<file path="config.mk">
export PLATFORM = sky130hd
export DESIGN_NAME = data_mem_lanes_flat
export DESIGN_NICKNAME = d
export VERILOG_FILES = /design/src/rtl/data_mem_lanes_if.sv /design/src/rtl/data_mem_lanes.sv /design/src/flat_wrapper.sv
export SDC_FILE = /design/constraint.sdc
export NUM_CORES = 2
export LEC_CHECK = 0
export CORE_AREA = 2 2 600 602
export CTS_CLUSTER_SIZE = 8
export DETAILED_ROUTE_END_ITERATION = 10
export DIE_AREA = 0 0 602 604
export PLACE_DENSITY = 0.61
export SYNTH_ARGS = -nofsm -noshare
export SYNTH_HDL_FRONTEND = slang
export SYNTH_SLANG_ARGS = --single-unit
</file>
<file path="constraint.sdc">
create_clock -name i_clk -period 9.1 [get_ports i_clk]
set_input_delay 2.275 -clock i_clk [delete_from_list [all_inputs] [get_ports i_clk]]
set_output_delay 2.275 -clock i_clk [all_outputs]
set_load 0.01 [all_outputs]
</file>
<file path="src/rtl/data_mem_lanes_if.sv">
// Bus between the MIPS datapath and the lane-addressed data memory.
// The datapath (master) drives the access; the memory (slave) answers
// combinationally with load data, readiness and access-fault flags.
interface data_mem_lanes_if;
    logic        we;
    logic [1:0]  size;
    logic        load_unsigned;
    logic [31:0] addr;
    logic [31:0] wdata;
    logic [31:0] rdata;
    logic        ready;
    logic        misaligned;
    logic        out_of_range;

    modport master (
        output we, size, load_unsigned, addr, wdata,
        input  rdata, ready, misaligned, out_of_range
    );

    modport slave (
        input  we, size, load_unsigned, addr, wdata,
        output rdata, ready, misaligned, out_of_range
    );
endinterface

</file>
<file path="src/rtl/data_mem_lanes.sv">
// Data memory for the single-cycle MIPS datapath: byte/half/word stores with
// lane enables, sign/zero-extended sub-word loads, misalignment and range
// flags, and a clear sequencer that zeroes the array after reset.
//
// state   | meaning
// --------+---------------------------------------------------------------
// S_CLEAR | zeroing word r_cnt each cycle; loads return 0, stores dropped
// S_READY | array clean; normal load/store traffic
module data_mem_lanes #(
    parameter int DEPTH = 128,
    localparam int IDX_W = $clog2(DEPTH)
) (
    input logic               i_clk,
    input logic               i_rst,
    data_mem_lanes_if.slave   bus
);
    typedef enum logic {S_CLEAR = 1'b0, S_READY = 1'b1} state_t;

    localparam logic [1:0] SZ_BYTE = 2'b00;
    localparam logic [1:0] SZ_HALF = 2'b01;
    localparam logic [1:0] SZ_WORD = 2'b10;

    state_t             r_state;
    logic               r_ready;
    logic [IDX_W-1:0]   r_cnt;
    logic [31:0]        r_mem [DEPTH];

    logic [IDX_W-1:0]   w_idx;
    logic [1:0]         w_lane;
    logic               w_misaligned;
    logic               w_oor;
    logic               w_valid;
    logic               w_clr_we;
    logic               w_st_we;
    logic [3:0]         w_be;
    logic [31:0]        w_wd;
    logic [31:0]        w_word;
    logic [7:0]         w_byte;
    logic [15:0]        w_half;
    logic [31:0]        w_rdata;

    assign w_idx  = bus.addr[IDX_W+1:2];
    assign w_lane = bus.addr[1:0];

    assign w_oor        = |bus.addr[31:IDX_W+2];
    assign w_misaligned = ((bus.size == SZ_HALF) && bus.addr[0])
                        | ((bus.size == SZ_WORD) && (bus.addr[1:0] != 2'b00))
                        | (bus.size == 2'b11);
    assign w_valid      = !w_misaligned && !w_oor;

    // A store during reset or clear is discarded; r_ready mirrors S_READY.
    assign w_clr_we = (r_state == S_CLEAR) && !i_rst;
    assign w_st_we  = r_ready && bus.we && w_valid && !i_rst;

    // Lane enables and lane-replicated store data for the addressed word.
    always_comb begin
        w_be = 4'b0000;
        w_wd = bus.wdata;
        case (bus.size)
            SZ_BYTE: begin
                w_be[w_lane] = 1'b1;
                w_wd         = {4{bus.wdata[7:0]}};
            end
            SZ_HALF: begin
                w_be = bus.addr[1] ? 4'b1100 : 4'b0011;
                w_wd = {2{bus.wdata[15:0]}};
            end
            SZ_WORD: w_be = 4'b1111;
            default: w_be = 4'b0000;
        endcase
    end

    // Clear sequencer: reset restarts the sweep from word 0.
    always_ff @(posedge i_clk) begin
        if (i_rst) begin
            r_state <= S_CLEAR;
            r_ready <= 1'b0;
            r_cnt   <= '0;
        end else begin
            case (r_state)
                S_CLEAR: begin
                    r_cnt <= r_cnt + 1'b1;
                    if (r_cnt == IDX_W'(DEPTH - 1)) begin
                        r_state <= S_READY;
                        r_ready <= 1'b1;
                    end
                end
                default: begin
                    r_state <= S_READY;
                    r_ready <= 1'b1;
                end
            endcase
        end
    end

    // Array write port: clear zeroes a whole word, stores update enabled lanes.
    always_ff @(posedge i_clk) begin
        if (w_clr_we) begin
            r_mem[r_cnt] <= '0;
        end else if (w_st_we) begin
            for (int b = 0; b < 4; b++) begin
                if (w_be[b]) begin
                    r_mem[w_idx][8*b +: 8] <= w_wd[8*b +: 8];
                end
            end
        end
    end

    assign w_word = r_mem[w_idx];
    assign w_half = bus.addr[1] ? w_word[31:16] : w_word[15:0];

    // Lane select for byte loads.
    always_comb begin
        w_byte = w_word[7:0];
        case (w_lane)
            2'd0: w_byte = w_word[7:0];
            2'd1: w_byte = w_word[15:8];
            2'd2: w_byte = w_word[23:16];
            2'd3: w_byte = w_word[31:24];
            default: w_byte = w_word[7:0];
        endcase
    end

    // Load path: extend the selected lane(s); zero while not ready or invalid.
    always_comb begin
        w_rdata = '0;
        if (r_ready && w_valid) begin
            case (bus.size)
                SZ_BYTE: w_rdata = {{24{w_byte[7] & !bus.load_unsigned}}, w_byte};
                SZ_HALF: w_rdata = {{16{w_half[15] & !bus.load_unsigned}}, w_half};
                SZ_WORD: w_rdata = w_word;
                default: w_rdata = '0;
            endcase
        end
    end

    assign bus.rdata        = w_rdata;
    assign bus.ready        = r_ready;
    assign bus.misaligned   = w_misaligned;
    assign bus.out_of_range = w_oor;
endmodule

</file>
<file path="src/flat_wrapper.sv">
// flat-port wrapper written by rule: the top's interface ports become plain ports
module data_mem_lanes_flat 
#(
    parameter int DEPTH = 128,
    localparam int IDX_W = $clog2(DEPTH)
)
  (i_clk, i_rst, bus_we, bus_size, bus_load_unsigned, bus_addr, bus_wdata, bus_rdata, bus_ready, bus_misaligned, bus_out_of_range);
  data_mem_lanes_if bus_i ();
  input logic i_clk;
  input logic i_rst;
  input wire logic [$bits(bus_i.we)-1:0] bus_we;
  input wire logic [$bits(bus_i.size)-1:0] bus_size;
  input wire logic [$bits(bus_i.load_unsigned)-1:0] bus_load_unsigned;
  input wire logic [$bits(bus_i.addr)-1:0] bus_addr;
  input wire logic [$bits(bus_i.wdata)-1:0] bus_wdata;
  output wire logic [$bits(bus_i.rdata)-1:0] bus_rdata;
  output wire logic [$bits(bus_i.ready)-1:0] bus_ready;
  output wire logic [$bits(bus_i.misaligned)-1:0] bus_misaligned;
  output wire logic [$bits(bus_i.out_of_range)-1:0] bus_out_of_range;
  assign bus_i.we = bus_we;
  assign bus_i.size = bus_size;
  assign bus_i.load_unsigned = bus_load_unsigned;
  assign bus_i.addr = bus_addr;
  assign bus_i.wdata = bus_wdata;
  assign bus_rdata = bus_i.rdata;
  assign bus_ready = bus_i.ready;
  assign bus_misaligned = bus_i.misaligned;
  assign bus_out_of_range = bus_i.out_of_range;
  data_mem_lanes #(.DEPTH(DEPTH)) u_core (.i_clk(i_clk), .i_rst(i_rst), .bus(bus_i));
endmodule
</file>
# Word-level counts from Yosys, hierarchy flattened
# Memory sizes are Yosys's and may differ from the RTL's.
# Cells that the tools add are included.
[word_totals]
regBits = 9
ram_bits = 4096
input_bits = 70
out_inout_bits = 35
elab_cells = 72
n_memories = 1
[memory_table]
columns = ["memory", "depth", "word_bits", "read_ports", "rd_ports_with_merged_regs", "write_ports", "line_no", "text"]
rows = [
  ["u_core.r_mem", 128, 32, 1, 0, 1, "data_mem_lanes.sv:26", "logic [31:0] r_mem [DEPTH];"],
]
[op_classes]
n_addsub = 1
magnitude_cmp = 2
n_eq_ne = 7
mux = 34
n_bitwise = 5
reduce_logical = 19
[op_table]
columns = ["operator", "count"]
rows = [
  ["one-hot mux 32 bit (3 select lines)", 1],
  ["two-way mux 32 bit", 2],
  ["one-hot mux 32 bit (2 select lines)", 1],
  ["one-hot mux 8 bit (4 select lines)", 1],
  ["OR reduction 32 bit", 1],
  ["two-way mux 1 bit", 23],
  ["OR reduction 23 bit", 1],
  ["two-way mux 16 bit", 1],
  ["one-hot mux 4 bit (3 select lines)", 1],
  ["logical AND 1 bit", 9],
  ["== test 2 bit, second input constant", 4],
  ["two-way mux 4 bit", 2],
  ["adder 7 x 1 -> 7 bit, second input constant", 1],
  ["== test 7 bit, second input constant", 1],
  ["two-way mux 7 bit", 1],
  ["== test 2 x 1 -> 1 bit, second input constant", 2],
  ["logical NOT 1 bit", 4],
  ["logical NOT 2 bit", 2],
  ["nonzero test 2 bit", 2],
  ["less-than comparator 2 x 3 -> 1 bit, second input constant", 1],
  ["AND 1 bit", 2],
  ["demux 1 bit (select 2 bit)", 1],
  ["greater-or-equal comparator 2 x 1 -> 1 bit, second input constant", 1],
  ["bitwise OR 1 bit", 2],
  ["inverter 1 bit", 1],
]

# Longest topological paths before layout
[depth]
ltp_word = 13
ltp_mapped = 15
ltp_nobuf = 8

# Worst setup path after synthesis
# OpenSTA, ideal clock, no wires.
[synth_timing]
kind = "input to register"
start = "input bus_addr[1]"
end = "memory u_core.r_mem[0][12], data pin"
setup_ns = 0.889
t_arrival_ns = 7.689
t_required_ns = 8.211
setup_slack_ns = 0.522
cell_stages = 8
n_path_buf = 3
path_cell_list = "o21a_1 > o22a_1 > or4_4 > or3_1 > buf_2 > clkbuf_1 > clkbuf_1 > a21oi_1"
[synth_between]
elab_chain_cells = 13
elab_cells_between_ends = 33
cone_classes = "order compare: 2; mux: 21; bitwise: 2; reduce/logical: 8"
[synth_lines]
columns = ["element", "line_no", "text"]
rows = [
  ["start: declaration", "flat_wrapper.sv:14", "input wire logic [$bits(bus_i.addr)-1:0] bus_addr;"],
  ["nonzero test 2 bit *", "data_mem_lanes.sv:47", "| ((bus.size == SZ_WORD) && (bus.addr[1:0] != 2'b00))"],
  ["logical AND 1 bit *", "data_mem_lanes.sv:47", ""],
  ["bitwise OR 1 bit *", "data_mem_lanes.sv:47", ""],
  ["bitwise OR 1 bit *", "data_mem_lanes.sv:48", "| (bus.size == 2'b11);"],
  ["named net bus_misaligned", "flat_wrapper.sv:18", "output wire logic [$bits(bus_i.misaligned)-1:0] bus_misaligned;"],
  ["logical NOT 1 bit *", "data_mem_lanes.sv:49", "assign w_valid = !w_misaligned && !w_oor;"],
  ["logical AND 1 bit *", "data_mem_lanes.sv:49", ""],
  ["logical AND 1 bit * (2 in series)", "data_mem_lanes.sv:53", "assign w_st_we = r_ready && bus.we && w_valid && !i_rst;"],
  ["two-way mux 1 bit", "data_mem_lanes.sv:100", "end else if (w_st_we) begin"],
  ["two-way mux 1 bit", "data_mem_lanes.sv:98", "if (w_clr_we) begin"],
  ["two-way mux 1 bit (not written as such)", "data_mem_lanes.sv:103", "r_mem[w_idx][8*b +: 8] <= w_wd[8*b +: 8];"],
  ["OR reduction 32 bit (no source line) *", "n/a", ""],
  ["two-way mux 32 bit (no source line) *", "n/a", ""],
  ["end: declaration", "data_mem_lanes.sv:26", ""],
]
# Mark *: on every way through the listed nets, which the timed path passes. The rest lies on a longest branch.

# Worst setup path after layout
[layout_timing]
start = "input bus_addr[2]"
end = "output bus_rdata[4]"
[layout_between]
elab_chain_cells = 4
elab_cells_between_ends = 5
cone_classes = "mux: 4; memory: 1"
[layout_lines]
columns = ["element", "line_no", "text"]
rows = [
  ["memory (128 x 32 bit) *", "n/a", ""],
  ["one-hot mux 8 bit (4 select lines) or two-way mux 16 bit (tied branches)", "data_mem_lanes.sv:115, data_mem_lanes.sv:110", ""],
  ["one-hot mux 32 bit (3 select lines) *", "data_mem_lanes.sv:128", "case (bus.size)"],
  ["two-way mux 32 bit *", "data_mem_lanes.sv:127", "if (r_ready && w_valid) begin"],
  ["end: declaration", "flat_wrapper.sv:16", "output wire logic [$bits(bus_i.rdata)-1:0] bus_rdata;"],
]
# Mark *: on every way between the ends. The rest lies on a longest branch, timed or not.

==> run_results.csv <==
group,metric,value,unit
synth,post-synth-top-area-cell,"edfxtp_1",
global_route,grt_pass1_wl,605000,µm
routing,wire_per_inst,33.8,µm
final_layout,area_delta_synth_final,15.5,%
routing,drt_iter0_drc,9822,
global_route,grt_max_degree,129,
setup_path,r2r_end,"u_core.r_mem[91][11]$_DFFE_PP_",
synth,synth.most_common_cell,"edfxtp_1",
clock_network,cts_tree,"yes",
routing,vias,78600,
run_status,status,"complete, but fails checks",
timing,postLayoutSetupSlackWorst,-0.126,ns
synth,syn_inst,7086,
synth,synth.yosys.seq_area_share,76.8,%
routing,met2_length,204000,µm
floorplan,dieHeight,604,µm
setup_path,crit_path_end,"bus_rdata[4]",
placed_design,dp.cells,12000,
clock_network,clkSinkCount,4105,
floorplan,rows,220,
floorplan,start_util,44.8,%
synth,syn_area,160000,µm²
setup_path,worstRegToRegCells,8,
clock_network,h-tree-depth,6,
min_path,hp-class,"reg -> reg",
timing,slew_violations,6,
synth,synth_ff_type,"edfxtp_1",
synth,synth_area_per_cell,22.6,µm²
clock_network,clkTransAtPathRegs,0.05,ns
routing,ant_nets,0,
run,maxCapViolations,2,
routing,route.met3.wl,37100,µm
final_layout,drive_gt1_share,30.5,%
pwr,powerDensity,223,nW/µm²
clock_network,numCtsBuffers,584,
synth,synthTopCellsByArea,"edfxtp_1 (77%), mux4_2 (17%), nor2_1 (1.3%)",
placed_design,dp_hpwl,271000,µm
timing,hold_violations,0,
clock_network,clk_latency,1.03,ns
setup_path,criticalPathCategory,"in -> out",
timing,final.setup_skew,0.0704,ns
routing,highest_layer,"met5",
global_route,grt_pass1_vias,80100,
synth,yosys.area.top_type_share,76.7,%
routing,drc_errors,0,
floorplan,ioPinCount,105,
placed_design,routabilityCongestion,0.910,
timing,fmax,0.108,GHz
routing,drt-vias-per-instance,6.22,
global_route,grt_use_total,23.3,%
placed_design,place.port_buffers,104,
synth,synth_nets,7157,
timing,setup_violations,1,
pwr,vdd_drop_max,0.195,mV
timing,finalCritPeriodShare,101,%
pwr,p_total,0.0413,W
synth,ys_types,81,
timing,rsz0062_at_grt,"no",
floorplan,fp.coreArea,358000,µm²
final_layout,final_nets,7860,
final_layout,final_cells,12600,
run_status,violations,"capacitance limit, slew limit, setup timing",
setup_path,worstPathArrival,6.95,ns
timing,worstMarginPinSlew,1.66,ns
pwr,p_leak,56.3,nW
setup_path,required,6.83,ns
synth,synth_edf_count,4096,
clock_network,clock_path_buffers,4,
final_layout,fill_cells,27300,
setup_path,r2r_start,"u_core.bus.ready$_SDFFE_PP0P_",
setup_path,rrSetupSlack,3.73,ns
timing,slew_headroom,-10.9,%
synth,ys_ff_latch,4105,
timing,period_needed,9.23,ns
floorplan,die_w,602,µm
clock_network,cts-root-buf,"clkbuf_16",
setup_path,path_max_fanout,34,
synth,synth_commonest_cells,"edfxtp_1 (4,096), mux4_2 (1,185), nor2_1 (555)",
timing,setup_tns,-0.126,ns
synth,yosysWarnings,0,
global_route,antenna_found_initial,19,
routing,drt-met1-wl,169000,µm
final_layout,fin_util,51.8,%
global_route,grt_overflow,0,
setup_path,crit_start,"bus_addr[2]",
setup_path,cp-end-kind,"output port",
routing,routed_wl,428000,µm
routing,firstDrtPassIters,6,
floorplan,die_area,364000,µm²
synth,async_flop_share,0,%
clock_network,postCtsSetupBuffers,0,
setup_path,cp-start-kind,"primary input",
timing,hold_slack,0.577,ns
==> state kept, by name, summed over array words and instances (netlist names) <==
| name | count |
|---|---|
| u_core.bus.ready | 1 |
| u_core.r_cnt | 7 |
| u_core.r_mem | 4096 |
| u_core.r_state | 1 |
==> cells by family (layout without fill, tap and decap cells) <==
group                    count (synthesis)  in the layout  synth area share (%)
AND/OR/NAND/NOR                        873            873                  2.29
buffers and inverters                  452           1234                  1.58
flip-flops                            4105           4105                  76.8
XOR/XNOR                                 5              5                0.0273
multiplexers                          1338           1338                  17.8
adder cells (fa/ha/maj)                  1              1               0.00780
AO/OA/AOI/OAI                          312            312                  1.42
other                                    0              7                     0
==> metal layers <==
metal / GRT usage [%] / vias to the layer above
li1: - / 31300
met1: 32.1 / 42500
met2: 36.8 / 4020
met3: 4.82 / 794
met4: 9.08 / 8
met5: 0 / -
==> power breakdown <==
part | leakage (nW) | switching, W | total, W | internal [W]
clock | 7.73 | 0.00763 | 0.0193 | 0.0116
sequential | 36.3 | 0.0000107 | 0.0206 | 0.0206
combinational | 12.2 | 0.000904 | 0.00149 | 0.000589
==> how the worst min path moves through the flow <==
stage,start,to,depth (start not counted)
after detailed placement,u_core.r_cnt[3]$_SDFFE_PP0N_,u_core.r_cnt[3]$_SDFFE_PP0N_,2
after global routing,u_core.r_cnt[3]$_SDFFE_PP0N_,u_core.r_cnt[3]$_SDFFE_PP0N_,2
after global placement,u_core.r_cnt[3]$_SDFFE_PP0N_,u_core.r_cnt[3]$_SDFFE_PP0N_,2
after CTS,u_core.r_cnt[3]$_SDFFE_PP0N_,u_core.r_cnt[3]$_SDFFE_PP0N_,2
after floorplan,u_core.r_cnt[3]$_SDFFE_PP0N_,u_core.r_cnt[3]$_SDFFE_PP0N_,2
final,u_core.r_cnt[3]$_SDFFE_PP0N_,u_core.r_cnt[3]$_SDFFE_PP0N_,2
==> per-stage QoR <==
| stage | setup WS, ns | area, µm² |
|---|---|---|
| floorplan | 0.522 | 160000 |
| global placement | -0.137 | 169000 |
| detailed placement | -0.112 | 169000 |
| CTS | 0.000505 | 185000 |
| global route | 0.00748 | 185000 |
| finish | -0.126 | 185000 |
==> repair_timing <==
| item | CTS | global route |
|---|---|---|
| hold buffers | 0 | 0 |
| pin swaps | 1 | 0 |
| gates resized for setup | 1 | 2 |
| endpoints found under the setup margin | 16 | 2 |
| hold endpoints to repair | 0 | 0 |
| cloned | 0 | 0 |
==> placed cells by master (no fill, tap or decap), types with 75 or more instances in the layout <==
cell	synthesis	routed
clkdlybuf4s50_1	0	96
nand2_1	133	120
buf_4	43	393
mux4_2	1185	1185
edfxtp_1	4096	4096
nor2_1	555	539
nor3_1	76	75
mux2i_1	121	120
clkbuf_16	0	599
o22ai_1	98	96
==> worst max-delay path, cell delays in order <==
cell and delay [ns]:
buf_16 0.29, buf_4 0.54, mux4_2 0.60, mux4_2 0.55, o221ai_1 1.31, o22ai_1 0.26, nor2_1 0.29, a21oi_1 0.11
buf_4 0.14, clkdlybuf4s50_1 0.48
==> cell type report <==
type	count	area (µm²)	share of cell area, %
flip-flops and latches	4105	123000	66.5
multi-input cells	2529	35000	18.9
clock buffers	623	15100	8.14
well taps	4773	5970	3.22
repair buffers	558	5230	2.82
clock inverters	42	699	0.378
inverters	11	48.8	0.0263
diodes	7	17.5	0.00946
No activity file was read; power rests on OpenSTA's default activity.
